### src/rtl/fwd_hazard_ctrl_pkg.sv
// fwd_hazard_ctrl_pkg: shared select codes, register width and tracking-slot record
package fwd_hazard_ctrl_pkg;
    localparam int REG_AW = 5;
    localparam logic [1:0] FWD_SEL_RF  = 2'b00;
    localparam logic [1:0] FWD_SEL_MEM = 2'b01;
    localparam logic [1:0] FWD_SEL_WB  = 2'b10;
    typedef struct packed {
        logic              valid;
        logic [REG_AW-1:0] dst;
        logic              reg_write;
        logic              mem_read;
    } slot_t;
    // a slot forwards only a real, register-writing producer of a nonzero register
    function automatic logic fwd_hit(slot_t s, logic [REG_AW-1:0] r);
        return s.valid && s.reg_write && s.dst != '0 && s.dst == r;
    endfunction
endpackage

### src/rtl/fwd_track_slot.sv
// fwd_track_slot: one pipeline tracking slot with async reset, load enable and bubble insert
module fwd_track_slot
    import fwd_hazard_ctrl_pkg::*;
(
    input  logic  clk,
    input  logic  reset,
    input  logic  en_i,
    input  logic  bubble_i,
    input  slot_t d_i,
    output slot_t q_o
);
    slot_t slot_q;
    always_ff @(posedge clk or posedge reset) begin
        if (reset) slot_q <= '0;
        else if (en_i) slot_q <= bubble_i ? '0 : d_i;
    end
    assign q_o = slot_q;
endmodule

### src/rtl/fwd_hazard_ctrl.sv
// fwd_hazard_ctrl: EX-operand forwarding selects and load-use stall for the 5-stage pipeline
// Define FWD_STALL_CNT_EN to add the saturating stall_cnt output.
module fwd_hazard_ctrl #(
    parameter int REG_AW = fwd_hazard_ctrl_pkg::REG_AW
) (
    input  logic              clk,
    input  logic              reset,
    input  logic              id_valid,
    input  logic [REG_AW-1:0] id_rs,
    input  logic [REG_AW-1:0] id_rt,
    input  logic [REG_AW-1:0] id_dst,
    input  logic              id_reg_write,
    input  logic              id_mem_read,
    input  logic              flush,
    output logic              stall,
    output logic [1:0]        fwd_a_sel,
    output logic [1:0]        fwd_b_sel
`ifdef FWD_STALL_CNT_EN
    ,
    output logic [15:0]       stall_cnt
`endif
);
    import fwd_hazard_ctrl_pkg::*;

    slot_t ex_q, mem_q, wb_unused_q, id_slot;
    logic take;
    logic [1:0] fwd_a_d, fwd_b_d, fwd_a_q, fwd_b_q;

    assign id_slot = '{valid: 1'b1, dst: id_dst, reg_write: id_reg_write, mem_read: id_mem_read};
    assign stall = id_valid && !flush && ex_q.valid && ex_q.mem_read && ex_q.dst != '0
                   && (ex_q.dst == id_rs || ex_q.dst == id_rt);
    assign take = id_valid && !stall && !flush;

    fwd_track_slot u_ex  (.clk(clk), .reset(reset), .en_i(1'b1), .bubble_i(!take), .d_i(id_slot), .q_o(ex_q));
    fwd_track_slot u_mem (.clk(clk), .reset(reset), .en_i(1'b1), .bubble_i(1'b0),  .d_i(ex_q),    .q_o(mem_q));
    // WB only ages out; write-before-read in the register file covers WB-to-ID
    fwd_track_slot u_wb  (.clk(clk), .reset(reset), .en_i(1'b1), .bubble_i(1'b0),  .d_i(mem_q),   .q_o(wb_unused_q));

    always_comb begin
        fwd_a_d = !take ? FWD_SEL_RF : fwd_hit(ex_q, id_rs) ? FWD_SEL_MEM
                : fwd_hit(mem_q, id_rs) ? FWD_SEL_WB : FWD_SEL_RF;
        fwd_b_d = !take ? FWD_SEL_RF : fwd_hit(ex_q, id_rt) ? FWD_SEL_MEM
                : fwd_hit(mem_q, id_rt) ? FWD_SEL_WB : FWD_SEL_RF;
    end

    always_ff @(posedge clk or posedge reset) begin
        if (reset) begin
            fwd_a_q <= FWD_SEL_RF;
            fwd_b_q <= FWD_SEL_RF;
        end else begin
            fwd_a_q <= fwd_a_d;
            fwd_b_q <= fwd_b_d;
        end
    end
    assign fwd_a_sel = fwd_a_q;
    assign fwd_b_sel = fwd_b_q;

`ifdef FWD_STALL_CNT_EN
    logic [15:0] stall_cnt_d, stall_cnt_q;
    assign stall_cnt_d = (stall && stall_cnt_q != 16'hFFFF) ? stall_cnt_q + 16'd1 : stall_cnt_q;
    always_ff @(posedge clk or posedge reset) begin
        if (reset) stall_cnt_q <= '0;
        else stall_cnt_q <= stall_cnt_d;
    end
    assign stall_cnt = stall_cnt_q;
`endif
endmodule

### config.mk
export PLATFORM = sky130hd
export DESIGN_NAME = fwd_hazard_ctrl
export DESIGN_NICKNAME = d
export VERILOG_FILES = /design/src/rtl/fwd_hazard_ctrl_pkg.sv /design/src/rtl/fwd_track_slot.sv /design/src/rtl/fwd_hazard_ctrl.sv
export SDC_FILE = /design/constraint.sdc
export NUM_CORES = 1
export LEC_CHECK = 0
export CORE_MARGIN = 2
export CORE_UTILIZATION = 45
export CTS_BUF_LIST = sky130_fd_sc_hd__clkbuf_8 sky130_fd_sc_hd__clkbuf_16
export CTS_CLUSTER_DIAMETER = 150
export DETAILED_ROUTE_END_ITERATION = 16
export PLACE_DENSITY_LB_ADDON = 0.08
export SYNTH_ARGS = -nofsm -noshare
export SYNTH_HDL_FRONTEND = slang
export SYNTH_SLANG_ARGS = --single-unit
### constraint.sdc
create_clock -name clk -period 1.95 [get_ports clk]
set_input_delay 0.39 -clock clk [delete_from_list [all_inputs] [get_ports clk]]
set_output_delay 0.39 -clock clk [all_outputs]
set_load 0.01 [all_outputs]
==> impl_metrics.py, run 1 <==
metrics = {
    "timing": {
        "setup_violations": 0,
        "skew_ns": 0.00145,
        "hold_violations": 0,
        "min_period_ns": 1.91,
        "timing.final.max_slew_violations": 0,
        "rsz0062_at_grt": "true",
        "fmax_mhz": 523,
        "worst_slew_pin_slew_ns": 0.256,
        "slew_headroom_pct": 82.8,
        "fin_crit_sh_pct": 98.1,
    },
    "synth": {
        "synth-seq-cells": 19,
        "yosys.cell_types.count": 19,
        "synthMuxAreaShare_pct": 0,
        "synth_top_family_by_area": "XOR/XNOR gates",
        "synthAdderAreaFrac_pct": 0,
        "syn_area_um2": 862,
        "yosysWarnings": 0,
        "synth-compound-area-share_pct": 3.92,
        "synthCells": 80,
        "yosys.area_share.simple_pct": 18.7,
        "seq_area_frac_synth_pct": 55.2,
        "synth_xor_area_share_pct": 20.3,
        "syn_avg_cell_area_um2": 10.8,
        "synth_nets": 101,
    },
    "layout": {
        "layout_commonest_cell": "dfrtp_1",
        "multi_input_area_um2": 374,
        "instances_no_fill": 148,
        "layout_common_cells": "19 x dfrtp_1, 17 x clkdlybuf4s50_1, 16 x buf_4",
        "drive_gt1_share_pct": 18.7,
        "register_area_um2": 475,
        "nets": 145,
        "final_area_um2": 1290,
        "n_antenna_cell": 0,
        "fillers": 144,
        "area.growth.synth_to_final_pct": 49.6,
        "utilization_pct": 73.1,
    },
    "drt": {
        "firstDrtPassIters": 3,
        "vias": 712,
        "drc": 0,
        "wl_per_cell_um": 11.6,
        "drt-initial-drc-count": 7,
        "viasPerCell": 4.81,
        "finalWirelength_um": 1710,
        "ant_nets": 0,
    },
    "critical_path": {
        "worst_r2r_startpoint": "u_mem.q_o[3]",
        "startpoint_type": "input pin",
        "max_stage_delay_ns": 0.53,
        "worstPathRequired_ns": 1.56,
        "startpoint": "id_rt[2]",
        "cp_max_fo": 2,
        "worst-path-stages": 5,
        "critPathSlowestCell": "clkdlybuf4s50_1",
        "cp-endpoint": "stall",
        "worstRegToRegCells": 5,
        "endpoint_kind": "output pin",
        "ff2ff_setup_slack_ns": 0.47,
        "criticalPathCategory": "in -> out",
        "critPathArrivalTime_ns": 1.52,
        "path_cells": "clkdlybuf4s50_1, xnor2_1, nand3_1, a21oi_2, buf_2",
        "crit_buf_inv": 2,
        "r2r-end": "fwd_a_sel[1]",
        "cp_top_family": "buffers and inverters",
    },
    "global_routing": {
        "track_usage_pct": 18.0,
        "grt_pass1_wl_um": 2760,
        "antenna_found_initial": 0,
        "grt_max_degree": 20,
        "globalRoute.totalOverflow": 0,
        "grt_pass1_vias": 662,
    },
    "power": {
        "power.switching_uw": 174,
        "internal_power_uw": 621,
        "p_per_area_nw_per_um2": 616,
        "power_frac_clock_pct": 31.8,
        "peakVddDrop_uv": 379,
        "power.share.switching_pct": 21.8,
        "leakage_uw": 0.000620,
        "power_frac_seq_pct": 52.7,
        "p_comb_share_pct": 15.5,
        "p_total_uw": 795,
    },
    "floorplanning": {
        "fp-row-count": 15,
        "die_w_um": 47.8,
        "die_h_um": 47.8,
        "start_util_pct": 48.9,
        "core_um2": 1760,
        "ios": 26,
        "die_area_um2": 2280,
    },
    "status": {
        "outcome": "complete, no violations",
    },
    "place": {
        "placed_cells": 144,
        "io_buffers": 25,
        "dpl.hpwl_um": 1420,
        "place_congestion": 0.886,
        "placed_area_um2": 1250,
    },
    "clocking": {
        "cts_buffer_depth": 2,
        "clock-sinks": 19,
        "insertion_delay_ns": 0.25,
        "cts_buffers": 3,
        "cts_hold_buf": 0,
        "h-tree-depth": 1,
        "cts_tree": "yes",
        "path_clk_slew_ns": 0.06,
        "cts_root_buf": "clkbuf_8",
    },
    "run": {
        "cap_violations": 0,
    },
    "worst_hold_path": {
        "hold_path.class": "reg -> reg",
    },
}
-- power groups by stage --
stage	Clock (uW)	Combinational (uW)	Sequential, uW
2_1_floorplan	0	52.5	424
3_3_place_gp	0	127	425
3_5_place_dp	0	129	426
4_1_cts	259	125	419
5_1_grt	279	136	420
6_report	253	123	419
-- area by class of cell --
| class | count | share of cell area, % |
|---|---|---|
| clock buffers | 3 | 3.20 |
| clock inverters | 1 | 0.291 |
| repair buffers | 41 | 27.9 |
| multi-input cells | 58 | 29.0 |
| inverters | 1 | 0.291 |
| well taps | 25 | 2.42 |
| flip-flops and latches | 19 | 36.9 |
-- kinds of logic after synthesis --
kind of cell	Yosys count
xor gates and xnor gates	20
buffers and inverters	3
DFF	19
AOI/OAI and AO/OA	4
and+or+nand+nor	34
-- per-stage QoR --
| step | setup slack [ns] | TNS, ns | hold WS, ns |
|---|---|---|---|
| 6_report | 0.0373 | 0 | 0.375 |
| 4_1_cts | 0.0353 | 0 | 0.375 |
| 3_3_place_gp | -0.577 | -0.587 | 0.360 |
| 3_5_place_dp | -0.562 | -0.575 | 0.361 |
| 2_1_floorplan | 0.343 | 0 | 0.341 |
| 5_1_grt | -0.0281 | -0.0281 | 0.387 |
-- state kept, by name, indices dropped and copies added, names as in the netlist --
register,flops
u_ex.q_o,8
fwd_a_sel,2
fwd_b_sel,2
u_mem.q_o,7
-- cells in the mapped netlist, drive strengths merged --
cell,count,area share (%)
nor3,5,2.9
o2111ai,2,2.8
nor2b,1,0.73
nor4,3,2.2
o21ai,1,0.58
a21oi,1,0.58
or4,1,1.3
inv,1,0.43
nor2,10,4.4
xnor2,9,9.1
nand3,4,2.3
xor2,11,11
nand4,1,0.73
buf,2,1.5
nand2,8,3.5
nand2b,1,0.73
dfrtp,19,55
-- worst reg2reg max path, stage by stage (launching register included) --
cell	delay [ns]
dfrtp_1	0.42
or4_4	0.54
o2111ai_2	0.19
nor4_1	0.09
o21ai_1	0.08
nor2_1	0.05
-- worst min path at each step --
stage	from	end	slack (ns)	depth (start not counted)
after CTS	u_ex.q_o[1]	u_mem.q_o[1]	0.38	0
final	u_ex.q_o[1]	u_mem.q_o[1]	0.38	0
after floorplan	reset	fwd_a_sel[0]	0.34	1
after global placement	u_ex.q_o[1]	u_mem.q_o[1]	0.36	0
after global routing	u_ex.q_o[1]	u_mem.q_o[1]	0.39	0
after detailed placement	u_ex.q_o[1]	u_mem.q_o[1]	0.36	0
-- layer usage --
| layer | up-vias | routed length (um) | track usage (%) |
|---|---|---|---|
| li1 | 353 | - | - |
| met4 | 0 | 0 | 7.57 |
| met2 | 22 | 850 | 28.8 |
| met3 | 0 | 86 | 4.15 |
| met5 | - | 0 | 0 |
| met1 | 337 | 777 | 23.4 |
-- repair_timing --
action / CTS / global route
setup buffers: 0 / 0
gates resized for setup: 11 / 1
pin swaps: 5 / 1
setup endpoints to repair: 1 / 1
(Power assumes the default switching activity.)
==> run 2: changes to the inputs <==
--- a/config.mk
+++ b/config.mk
@@ -8,7 +8,6 @@
 export CORE_MARGIN = 2
 export CORE_UTILIZATION = 45
 export CTS_BUF_LIST = sky130_fd_sc_hd__clkbuf_8 sky130_fd_sc_hd__clkbuf_16
-export CTS_CLUSTER_DIAMETER = 150
 export DETAILED_ROUTE_END_ITERATION = 16
 export PLACE_DENSITY_LB_ADDON = 0.08
 export SYNTH_ARGS = -nofsm -noshare
==> results of run 2 <==
No change in the layout: final DEF, timing and power equal those of run 1.
==> run 3: changes to the inputs <==
--- a/config.mk
+++ b/config.mk
@@ -10,6 +10,7 @@
 export CTS_BUF_LIST = sky130_fd_sc_hd__clkbuf_8 sky130_fd_sc_hd__clkbuf_16
 export DETAILED_ROUTE_END_ITERATION = 16
 export PLACE_DENSITY_LB_ADDON = 0.08
+export SLEW_MARGIN = 30
 export SYNTH_ARGS = -nofsm -noshare
 export SYNTH_HDL_FRONTEND = slang
 export SYNTH_SLANG_ARGS = --single-unit
==> results of run 3 <==
No change in the layout: final DEF, timing and power equal those of run 1.
